$ cat src/rtl/zcted_pkg.sv
// zcted_pkg: shared constants and helpers for the zero-crossing TED timing loop.
//   PKG_*        default configuration of the loop
//   calc_w_nom   nominal NCO control word, 2^(NCO_W-SPS_LOG2)
//   W_NOM        nominal control word for the default configuration
//   calc_cnt_w   width of a lock counter that must hold 0..lock_cnt
//   LOCK_CNT_W   lock-counter width for the default configuration
//   sat_acc      clamps a wide signed value to the signed range of a w-bit accumulator
package zcted_pkg;

  localparam int PKG_ACC_W    = 32;
  localparam int PKG_NCO_W    = 16;
  localparam int PKG_SPS_LOG2 = 2;
  localparam int PKG_LOCK_CNT = 16;

  function automatic int calc_w_nom(input int nco_w, input int sps_log2);
    return 1 << (nco_w - sps_log2);
  endfunction

  localparam int W_NOM = calc_w_nom(PKG_NCO_W, PKG_SPS_LOG2);

  function automatic int calc_cnt_w(input int lock_cnt);
    return $clog2(lock_cnt + 1);
  endfunction

  localparam int LOCK_CNT_W = calc_cnt_w(PKG_LOCK_CNT);

  // Callers pass their ACC_W+1 wide sum sign-extended to 64 bits and keep the
  // low w bits of the result.
  function automatic logic signed [63:0] sat_acc(input logic signed [63:0] x,
                                                 input int unsigned w);
    logic signed [63:0] hi;
    logic signed [63:0] lo;
    hi = (64'sd1 <<< (w - 1)) - 64'sd1;
    lo = -(64'sd1 <<< (w - 1));
    if (x > hi) return hi;
    if (x < lo) return lo;
    return x;
  endfunction

endpackage

$ cat src/rtl/zcted_pi_filter.sv
// zcted_pi_filter: proportional-integral loop filter for the timing loop.
//   clk, rst    clock, synchronous active-low reset
//   ted_valid   e_k is valid; integrator and v_k update the following cycle
//   e_k         signed TED error
//   v_k         saturated filter output, held between valid samples
module zcted_pi_filter
  import zcted_pkg::*;
#(
  parameter int ERR_W    = 16,
  parameter int ACC_W    = PKG_ACC_W,
  parameter int KP_SHIFT = 4,
  parameter int KI_SHIFT = 8
) (
  input  logic                    clk,
  input  logic                    rst,
  input  logic                    ted_valid,
  input  logic signed [ERR_W-1:0] e_k,
  output logic signed [ACC_W-1:0] v_k
);

  logic signed [ACC_W-1:0] integ;
  logic signed [ACC_W:0]   e_ext;
  logic signed [ACC_W:0]   p_term;
  logic signed [ACC_W:0]   i_term;
  logic signed [ACC_W:0]   i_sum;
  logic signed [ACC_W:0]   v_sum;
  logic signed [ACC_W-1:0] i_new;
  logic signed [ACC_W-1:0] v_new;

  assign e_ext  = (ACC_W+1)'(e_k);
  assign p_term = e_ext >>> KP_SHIFT;
  assign i_term = e_ext >>> KI_SHIFT;

  // The proportional path uses the freshly saturated integrator value.
  assign i_sum = (ACC_W+1)'(integ) + i_term;
  assign i_new = ACC_W'(sat_acc(64'(i_sum), ACC_W));
  assign v_sum = p_term + (ACC_W+1)'(i_new);
  assign v_new = ACC_W'(sat_acc(64'(v_sum), ACC_W));

  always_ff @(posedge clk) begin
    if (!rst) begin
      integ <= '0;
      v_k   <= '0;
    end else if (ted_valid) begin
      integ <= i_new;
      v_k   <= v_new;
    end
  end

endmodule

$ cat src/rtl/zcted_timing_loop.sv
// zcted_timing_loop: symbol timing recovery loop between the zero-crossing TED
// and the cubic interpolator. PI loop filter, modulo-1 decrementing NCO that
// yields the symbol strobe and fractional interval mu, and a hysteretic lock
// detector.
//   clk, rst    clock, synchronous active-low reset
//   in_valid    one input sample this cycle; the NCO steps only on these cycles
//   ted_valid   e_k valid this cycle
//   freeze      (only with ZCTED_LOOP_FREEZE_EN) holds filter and lock counter
//   e_k         signed TED error
//   strobe      one-cycle symbol strobe
//   mu          fractional interval (MU_FRAC fraction bits), valid with strobe
//   v_k         loop filter output
//   lock        timing lock flag
// Build option: define ZCTED_LOOP_FREEZE_EN to add the freeze input.
module zcted_timing_loop
  import zcted_pkg::*;
#(
  parameter int ERR_W    = 16,
  parameter int ACC_W    = PKG_ACC_W,
  parameter int NCO_W    = PKG_NCO_W,
  parameter int SPS_LOG2 = PKG_SPS_LOG2,
  parameter int MU_WIDTH = 10,
  parameter int MU_FRAC  = 9,
  parameter int KP_SHIFT = 4,
  parameter int KI_SHIFT = 8,
  parameter int VK_SHIFT = 0,
  parameter int LOCK_THR = 256,
  parameter int LOCK_CNT = PKG_LOCK_CNT
) (
  input  logic                    clk,
  input  logic                    rst,
  input  logic                    in_valid,
  input  logic                    ted_valid,
`ifdef ZCTED_LOOP_FREEZE_EN
  input  logic                    freeze,
`endif
  input  logic signed [ERR_W-1:0] e_k,
  output logic                    strobe,
  output logic [MU_WIDTH-1:0]     mu,
  output logic signed [ACC_W-1:0] v_k,
  output logic                    lock
);

  localparam int W_NOM_CFG = calc_w_nom(NCO_W, SPS_LOG2);
  localparam int CNT_W     = calc_cnt_w(LOCK_CNT);
  localparam logic signed [ACC_W:0] W_LO = (ACC_W+1)'(W_NOM_CFG / 2);
  localparam logic signed [ACC_W:0] W_HI = (ACC_W+1)'(3 * W_NOM_CFG / 2);

  logic loop_en;
`ifdef ZCTED_LOOP_FREEZE_EN
  assign loop_en = ted_valid & ~freeze;
`else
  assign loop_en = ted_valid;
`endif

  zcted_pi_filter #(
    .ERR_W   (ERR_W),
    .ACC_W   (ACC_W),
    .KP_SHIFT(KP_SHIFT),
    .KI_SHIFT(KI_SHIFT)
  ) u_pi (
    .clk      (clk),
    .rst      (rst),
    .ted_valid(loop_en),
    .e_k      (e_k),
    .v_k      (v_k)
  );

  // NCO control word: nominal step plus scaled v_k, clamped to +/-50 %.
  logic signed [ACC_W-1:0] v_scaled;
  logic signed [ACC_W:0]   w_raw;
  logic [NCO_W-1:0]        w_ctl;

  assign v_scaled = v_k >>> VK_SHIFT;
  assign w_raw    = (ACC_W+1)'(v_scaled) + (ACC_W+1)'(W_NOM_CFG);

  always_comb begin
    w_ctl = w_raw[NCO_W-1:0];
    if (w_raw < W_LO)      w_ctl = NCO_W'(W_NOM_CFG / 2);
    else if (w_raw > W_HI) w_ctl = NCO_W'(3 * W_NOM_CFG / 2);
  end

  logic [NCO_W-1:0]        eta;
  logic signed [NCO_W+1:0] diff;
  logic                    underflow;
  logic [MU_FRAC-1:0]      mu_bits;

  assign diff      = $signed({2'b00, eta}) - $signed({2'b00, w_ctl});
  assign underflow = diff < (NCO_W+2)'(0);
  // Top MU_FRAC bits of (eta << SPS_LOG2) taken modulo 2^NCO_W.
  assign mu_bits   = eta[NCO_W-1-SPS_LOG2 -: MU_FRAC];

  // On underflow the wrapped value diff + 2^NCO_W has the same low NCO_W bits
  // as diff, so both branches load the same slice.
  always_ff @(posedge clk) begin
    if (!rst) begin
      eta    <= '1;
      strobe <= 1'b0;
      mu     <= '0;
    end else begin
      strobe <= 1'b0;
      if (in_valid) begin
        eta <= diff[NCO_W-1:0];
        if (underflow) begin
          strobe <= 1'b1;
          mu     <= MU_WIDTH'(mu_bits);
        end
      end
    end
  end

  // Lock detector. |e_k| needs one extra bit for the most-negative input.
  logic signed [ERR_W:0] e_ext;
  logic [ERR_W:0]        e_abs;
  logic                  in_range;
  logic [CNT_W-1:0]      lock_cnt;
  logic [CNT_W-1:0]      cnt_next;

  assign e_ext    = {e_k[ERR_W-1], e_k};
  assign e_abs    = e_ext[ERR_W] ? (ERR_W+1)'(-e_ext) : e_ext;
  assign in_range = e_abs < (ERR_W+1)'(LOCK_THR);

  always_comb begin
    cnt_next = lock_cnt;
    if (in_range) begin
      if (lock_cnt != CNT_W'(LOCK_CNT)) cnt_next = lock_cnt + CNT_W'(1);
    end else if (lock_cnt != '0) begin
      cnt_next = lock_cnt - CNT_W'(1);
    end
  end

  always_ff @(posedge clk) begin
    if (!rst) begin
      lock_cnt <= '0;
      lock     <= 1'b0;
    end else if (loop_en) begin
      lock_cnt <= cnt_next;
      if (cnt_next == CNT_W'(LOCK_CNT)) lock <= 1'b1;
      else if (cnt_next == '0)          lock <= 1'b0;
    end
  end

endmodule

$ cat config.mk
export PLATFORM = sky130hd
export DESIGN_NAME = zcted_timing_loop
export DESIGN_NICKNAME = d
export VERILOG_FILES = /design/src/rtl/zcted_pkg.sv /design/src/rtl/zcted_pi_filter.sv /design/src/rtl/zcted_timing_loop.sv
export SDC_FILE = /design/constraint.sdc
export NUM_CORES = 1
export LEC_CHECK = 0
export ABC_CLOCK_PERIOD_IN_PS = 17300
export BUFFER_PORTS_ARGS = -buffer_cell sky130_fd_sc_hd__buf_2
export CAP_MARGIN = 40
export CORE_UTILIZATION = 60
export DETAILED_ROUTE_END_ITERATION = 7
export PLACE_DENSITY = 0.85
export SYNTH_ARGS = -nofsm -noshare
export SYNTH_HDL_FRONTEND = slang
export SYNTH_SLANG_ARGS = --single-unit
export TNS_END_PERCENT = 20
$ cat constraint.sdc
create_clock -name clk -period 17.3 [get_ports clk]
set_clock_uncertainty 0.2 [all_clocks]
set_input_delay 2.595 -clock clk [delete_from_list [all_inputs] [get_ports clk]]
set_output_delay 2.595 -clock clk [all_outputs]
set_load 0.01 [all_outputs]
# After elaboration in Yosys (flattened, before gate mapping)
# Index checks and enable logic that the tools add are counted.
[totals] n_memories=0 inputBits=20 ramBits=0 wordCells=53 regBits=96 latchBits=0 rom_bits=0
[op_classes] n_reduce_logical=6 div=0 bitwise=0 n_eq_ne=2 add_sub_neg=7 order_cmp=8 mul=0 n_mux=23 shifts=0
[ops] cell="32-bit two-way mux" n=8
[ops] cell="33-bit by 32-bit greater-than comparator with 1-bit output, second input constant" n=2
[ops] cell="33-bit by 32-bit < comparator with 1-bit output, second input constant" n=2
[ops] cell="12-bit by 32-bit adder with 33-bit output" n=1
[ops] cell="32-bit by 16-bit adder with 33-bit output, second input constant" n=1
[ops] cell="32-bit by 8-bit adder with 33-bit output" n=1
[ops] cell="33-bit by 16-bit greater-than comparator with 1-bit output, second input constant" n=1
[ops] cell="33-bit by 15-bit < comparator with 1-bit output, second input constant" n=1
[ops] cell="16-bit two-way mux" n=2
[ops] cell="17-bit by 1-bit < comparator with 1-bit output, second input constant" n=1
[ops] cell="17-bit by 9-bit < comparator with 1-bit output, second input constant" n=1
[ops] cell="17-bit two-way mux" n=1
[ops] cell="16-bit negation with 17-bit output" n=1
[ops] cell="16-bit by 16-bit subtractor with 17-bit output" n=1
[ops] cell="5-bit two-way mux" n=3
[ops] cell="1-bit two-way mux" n=9
[ops] cell="2-bit AND reduction" n=3
[ops] cell="5-bit by 1-bit adder with 5-bit output, second input constant" n=1
[ops] cell="5-bit == test, second input constant" n=1
[ops] cell="5-bit zero test" n=1
[ops] cell="5-bit != test, second input constant" n=1
[ops] cell="5-bit nonzero test" n=1
[ops] cell="5-bit by 1-bit subtractor with 5-bit output, second input constant" n=1
[ops] cell="2-bit nonzero test" n=1

# Logic depth before layout (Yosys ltp)
[logic_depth] ltp_word=12 ltp_mapped=27

# Cells and area by module
# From an unflattened synthesis, not the netlist that was laid out.
[hier_totals] hier_cells=1199 area_unflattened_um2=9022.4
[modules_own_cells] mod="zcted_pi_filter" area_each_um2=6142.1 instances=1 cells_each=821
[modules_own_cells] mod="zcted_timing_loop" area_each_um2=2880.3 instances=1 cells_each=378

# Worst setup path after synthesis
# Ideal clock, no wire load.
[synth_timing] path_kind="input to register" from="in e_k[15]" to="reg u_pi.v_k[15]" arrival_ns=7.729 slack_ns=9.237 setup_ns=0.135 path_stages=25 path_buffers=2 required_time_ns=16.965 path_cell_list="ha_1 -> a211oi_2 -> nor3_1 -> nor2_1 -> o211ai_1 -> o21a_1 -> a41o_2 -> a21oi_2 -> mux2_4 -> buf_4 -> nor2_1 -> nor2_1 -> ha_1 -> fa_1 -> a211oi_1 -> o21ai_1 -> a31oi_1 -> a2bb2oi_1 -> nor3_1 -> o2111ai_1 -> a21o_1 -> a21bo_2 -> buf_2 -> maj3_2 -> a21oi_2"
[synth_between] elab_chain_cells=12 elab_cells_between_ends=18
[synth_lines] element="start: declaration" line="zcted_timing_loop.sv:37" text="input logic signed [ERR_W-1:0] e_k,"
[synth_lines] element="32-bit by 8-bit adder with 33-bit output *" line="zcted_pi_filter.sv:35" text="assign i_sum = (ACC_W+1)'(integ) + i_term;"
[synth_lines] element="33-bit by 32-bit < comparator with 1-bit output" line="zcted_pkg.sv:36" text="if (x < lo) return lo;"
[synth_lines] element="1-bit two-way mux (2 in series)" line="zcted_pkg.sv:36"
[synth_lines] element="32-bit two-way mux" line="zcted_pkg.sv:37" text="return x;"
[synth_lines] element="32-bit two-way mux *" line="zcted_pkg.sv:36"
[synth_lines] element="named net u_pi.i_new[0]" line="zcted_pi_filter.sv:27" text="logic signed [ACC_W-1:0] i_new;"
[synth_lines] element="12-bit by 32-bit adder with 33-bit output *" line="zcted_pi_filter.sv:37" text="assign v_sum = p_term + (ACC_W+1)'(i_new);"
[synth_lines] element="33-bit by 32-bit < comparator with 1-bit output" line="zcted_pkg.sv:36"
[synth_lines] element="1-bit two-way mux (2 in series)" line="zcted_pkg.sv:36"
[synth_lines] element="32-bit two-way mux" line="zcted_pkg.sv:37"
[synth_lines] element="32-bit two-way mux *" line="zcted_pkg.sv:36"
[synth_lines] element="end signal: assignment" line="zcted_pi_filter.sv:46" text="v_k <= v_new;"
[synth_lines] element="end: declaration" line="zcted_pi_filter.sv:18" text="output logic signed [ACC_W-1:0] v_k"
# The timed path passes the listed nets; every way through them passes the cells marked *. The select of a mux whose other input is x is not followed.
# A chain may end at the register's enable or synchronous reset.

# Worst setup path after layout
[layout_timing] from="in e_k[15]" to="reg u_pi.v_k[30]"
# The elaborated chain is that of the path after synthesis.

==> reports/qor.tcl <==
set qor(critPathMaxStageDelay_ns) 0.70
set qor(portBuffers) 62
set qor(crit_required_ns) 17.31
set qor(drv.max_cap_violation_count) 0
set qor(htreeDepth) 3
set qor(min_period_ns) 9.34
set qor(filler_instances) 1223
set qor(flip_flop_and_latch_count_after_synthesis) 96
set qor(post-route-drc-count) 0
set qor(start_kind) {input port}
set qor(grt_setup_unrepaired) {false}
set qor(cts_tree) {done}
set qor(hpwlAfterDp_um) 15300
set qor(yosys_cell_types) 82
set qor(worst_skew_pair.late_latency_ns) 0.36
set qor(postCtsSetupRepairBufs) 0
set qor(wl_met1_um) 9480
set qor(cts.reportedPaths.clkPinSlew_ns) 0.07
set qor(synth_warnings) 0
set qor(globalplace.congestion) 0.935
set qor(floorplan.die.width_um) 122
set qor(slew_headroom) 0.402
set qor(antenna_found_initial) 0
set qor(cts_hold_buf) 0
set qor(worst_slew_pin_tran_ns) 0.896
set qor(clock_tree.buffer_depth) 2
set qor(cts_resized) 0
set qor(avgRoutedWirePerCell_um) 15.2
set qor(vdd.ir_drop.worst_mv) 0.0744
set qor(drt.antenna.violating_nets) 0
set qor(fp-row-count) 43
set qor(asyncSetResetFlopFracSynth) 0
set qor(timing.final.hold_violations) 0
set qor(commonest_non_fill_non_tap_cells_in_the_layout) {sky130_fd_sc_hd__nor2_1 (124), sky130_fd_sc_hd__a21oi_1 (113), sky130_fd_sc_hd__nand2_1 (109)}
set qor(dp_worst_setup_slack_ns) 7.71
set qor(path_type_of_the_worst_min_delay_path) {flop to flop}
set qor(maximum_number_of_pins_on_one_net_before_global_route_repair) 68
set qor(netlist_area_before_placement_sq_um) 8600
set qor(nNetsFinal) 1282
set qor(layout_commonest_cell) {sky130_fd_sc_hd__nor2_1}
set qor(globalRoute.totalOverflow) 0
set qor(power_per_cell_area_nw_per_um2) 154
set qor(timing.critical_path.arrival_ns) 9.35
set qor(drive_gt1_frac) 0.104
set qor(cts_made_buffers) 9
set qor(critical_path.top_delay_family) {compound AO/OA/AOI/OAI gates}
set qor(grt_usage) 0.286
set qor(floorplan.die.height_um) 122
set qor(vias_in_the_first_global_route) 7602
set qor(met3_length_um) 1140
set qor(route.final.wire_length_um) 20700
set qor(synth-edff-count) 0
set qor(initial_core_util) 0.617
set qor(achievable-frequency_mhz) 107
set qor(critPathCaptureType) {flop}
set qor(detailroute.wirelength.met2_um) 9610
set qor(final_min_period_over_clock_period) 0.540
set qor(core_footprint_sq_um) 13900
set qor(synth.yosys.seq_area_share) 0.223
set qor(io_pins) 64
set qor(final.hold.worst_slack_ns) 0.254
set qor(critical_path.n_buffers_inverters) 2
set qor(timing.critical_path.cells) {buf_2 > buf_4 > ha_1 > a211oi_2 > nor3_1 > nor2_1 > o211ai_1 > o21a_1 > a41o_2 > a2111oi_4 > a31o_1 > nor2_1 > ha_1 > fa_1 > a211oi_1 > o21ai_1 > a31oi_1 > a2bb2oi_1 > nor3_1 > o2111ai_1 > a21o_1 > a21bo_2 > maj3_2 > a21oi_1}
set qor(cts.sinks) 96
set qor(setup_viol) 0
set qor(synth.avg_cell_area_sq_um) 7.50
set qor(grt_first_pass_wirelength_um) 34700
set qor(num_vias) 8368
set qor(overall_die_area_sq_um) 14800
set qor(timing.critical_path.fanout_max) 50
set qor(areaGrowthSynthToFinish_pct) 7.43
set qor(status) {finished, final reports clean}
set qor(syn-instance-count) 1147
set qor(synth_nets) 1253
set qor(crit_path_top_delay_cell) {sky130_fd_sc_hd__a31o_1}
set qor(antenna_cells) 0
set qor(final_number_of_max_transition_violations) 0
set qor(top_layer_used) {met4}
set qor(detailedRoute.firstPassIterationCount) 5
set qor(clock-root-buffer) {sky130_fd_sc_hd__clkbuf_16}
set qor(leakagePower_nw) 3.94
set qor(detailedRoute.firstIterationViolations) 600
set qor(fin_tns_setup_ns) 0
set qor(post-route-worst-setup-slack_ns) 7.96
set qor(ys.flop_type) {sky130_fd_sc_hd__dfxtp_1}
set qor(drt-vias-per-instance) 6.15
set qor(worstSetupPathType) {input port to flop}
==> path summary, 6_finish.rpt <==
check	start	end	slack [ns]	cells past startpoint
worst max-delay path	e_k[15]	u_pi.v_k[30]$_SDFFE_PN0P_	7.96	24
worst min-delay path	u_pi.integ[10]$_SDFFE_PN0P_	u_pi.integ[10]$_SDFFE_PN0P_	0.25	2
worst max register to register	u_pi.integ[1]$_SDFFE_PN0P_	u_pi.v_k[30]$_SDFFE_PN0P_	10.45	22
worst min register to register	u_pi.integ[10]$_SDFFE_PN0P_	u_pi.integ[10]$_SDFFE_PN0P_	0.25	2
==> sequential cells by signal (all words and copies together), names as in the netlist <==
register    cells
mu              9
eta            16
strobe          1
u_pi.v_k       32
lock            1
lock_cnt        5
u_pi.integ     32
==> routing by layer <==
metal  up-vias  track usage
li1       4239            -
met1      3846        0.366
met2       245        0.488
met3        38       0.0463
met4         0       0.0949
met5         -            0
==> worst register-to-register path: stages, from the launching register on <==
cell and delay [ns]:
sky130_fd_sc_hd__dfxtp_1 0.33, sky130_fd_sc_hd__ha_1 0.29, sky130_fd_sc_hd__a211oi_1 0.24, sky130_fd_sc_hd__o21ai_1 0.20, sky130_fd_sc_hd__o211ai_1 0.22, sky130_fd_sc_hd__o211ai_1 0.19, sky130_fd_sc_hd__o21a_1 0.26, sky130_fd_sc_hd__a41o_2 0.35
sky130_fd_sc_hd__a2111oi_4 0.39, sky130_fd_sc_hd__a31o_1 0.71, sky130_fd_sc_hd__nor2_1 0.15, sky130_fd_sc_hd__ha_1 0.26, sky130_fd_sc_hd__fa_1 0.43, sky130_fd_sc_hd__a211oi_1 0.33, sky130_fd_sc_hd__o21ai_1 0.12, sky130_fd_sc_hd__a31oi_1 0.29
sky130_fd_sc_hd__a2bb2oi_1 0.38, sky130_fd_sc_hd__nor3_1 0.16, sky130_fd_sc_hd__o2111ai_1 0.40, sky130_fd_sc_hd__a21o_1 0.23, sky130_fd_sc_hd__a21bo_2 0.29, sky130_fd_sc_hd__maj3_2 0.23, sky130_fd_sc_hd__a21oi_1 0.06
==> Yosys cell counts, types with 3 or more instances <==
master                      number  share of area
sky130_fd_sc_hd__or3_1           9         0.0065
sky130_fd_sc_hd__dfxtp_1        96           0.22
sky130_fd_sc_hd__mux2i_1        16          0.019
sky130_fd_sc_hd__a21boi_0       10         0.0087
sky130_fd_sc_hd__nor3_1         21          0.012
sky130_fd_sc_hd__o21bai_1        8         0.0070
sky130_fd_sc_hd__a211oi_1       11         0.0096
sky130_fd_sc_hd__o31a_1          7         0.0071
sky130_fd_sc_hd__nand4_1        13         0.0095
sky130_fd_sc_hd__buf_4           6         0.0052
sky130_fd_sc_hd__nor2b_1         7         0.0051
sky130_fd_sc_hd__xnor2_1        55          0.056
sky130_fd_sc_hd__xor2_1         15          0.015
sky130_fd_sc_hd__a21oi_1       113          0.066
sky130_fd_sc_hd__o211ai_1       13          0.011
sky130_fd_sc_hd__nor2_1        124          0.054
sky130_fd_sc_hd__maj3_2         10          0.013
sky130_fd_sc_hd__and2_1          6         0.0044
sky130_fd_sc_hd__o31ai_1         3         0.0026
sky130_fd_sc_hd__a31oi_1        20          0.015
sky130_fd_sc_hd__nand2b_1       13         0.0095
sky130_fd_sc_hd__ha_1           83           0.12
sky130_fd_sc_hd__a21o_1         30          0.026
sky130_fd_sc_hd__or2_2           6         0.0044
sky130_fd_sc_hd__inv_1          28          0.012
sky130_fd_sc_hd__a21oi_2         7         0.0071
sky130_fd_sc_hd__nand3_1        28          0.016
sky130_fd_sc_hd__o21ai_0       105          0.061
sky130_fd_sc_hd__buf_2          10         0.0058
sky130_fd_sc_hd__nor3b_1         3         0.0026
sky130_fd_sc_hd__nand2_1       109          0.048
sky130_fd_sc_hd__and3_1          7         0.0051
sky130_fd_sc_hd__o2111ai_1       3         0.0031
sky130_fd_sc_hd__a211o_1         4         0.0041
sky130_fd_sc_hd__o21a_1         12          0.010
sky130_fd_sc_hd__and4_1          3         0.0031
sky130_fd_sc_hd__fa_1            3         0.0070
sky130_fd_sc_hd__o21ai_1        35          0.020
sky130_fd_sc_hd__clkbuf_1       35          0.015
sky130_fd_sc_hd__nor4_1         11         0.0080
==> cell families after synthesis <==
| group | synth area share |
|---|---|
| and+or+nand+nor | 0.200 |
| muxes | 0.0230 |
| AOI/OAI and AO/OA | 0.296 |
| adders and majority gates | 0.143 |
| buffers and inverters | 0.0403 |
| xor gates and xnor gates | 0.0732 |
| other | 0.000873 |
| DFF | 0.223 |
==> where the power goes <==
part	internal (W)	switching, W	total, W
sequential	0.000269	0.0000507	0.000319
clock	0.000105	0.0000902	0.000196
combinational	0.000384	0.000527	0.000911
==> through the flow <==
| stage | power [W] | cells | util | cell area [sq um] |
|---|---|---|---|---|
| floorplan | 0.00104 | 1147 | - | 8600 |
| global placement | 0.00119 | 1344 | 0.642 | 8950 |
| detailed placement | 0.00122 | 1345 | 0.643 | 8960 |
| CTS | 0.00142 | 1360 | 0.663 | 9240 |
| global route | 0.00154 | 1360 | 0.663 | 9240 |
| finish | 0.00143 | 1360 | 0.663 | 9240 |
==> area by class of cell <==
| class | count | area, sq um | area share |
|---|---|---|---|
| Sequential cell | 96 | 1920 | 0.208 |
| Clock inverter | 3 | 25.0 | 0.00271 |
| Multi-Input combinational cell | 970 | 6330 | 0.685 |
| Clock buffer | 12 | 256 | 0.0278 |
| Timing Repair Buffer | 70 | 370 | 0.0401 |
| Tap cell | 180 | 225 | 0.0244 |
| Inverter | 29 | 109 | 0.0118 |
No activity file was read; power rests on OpenSTA's default activity.
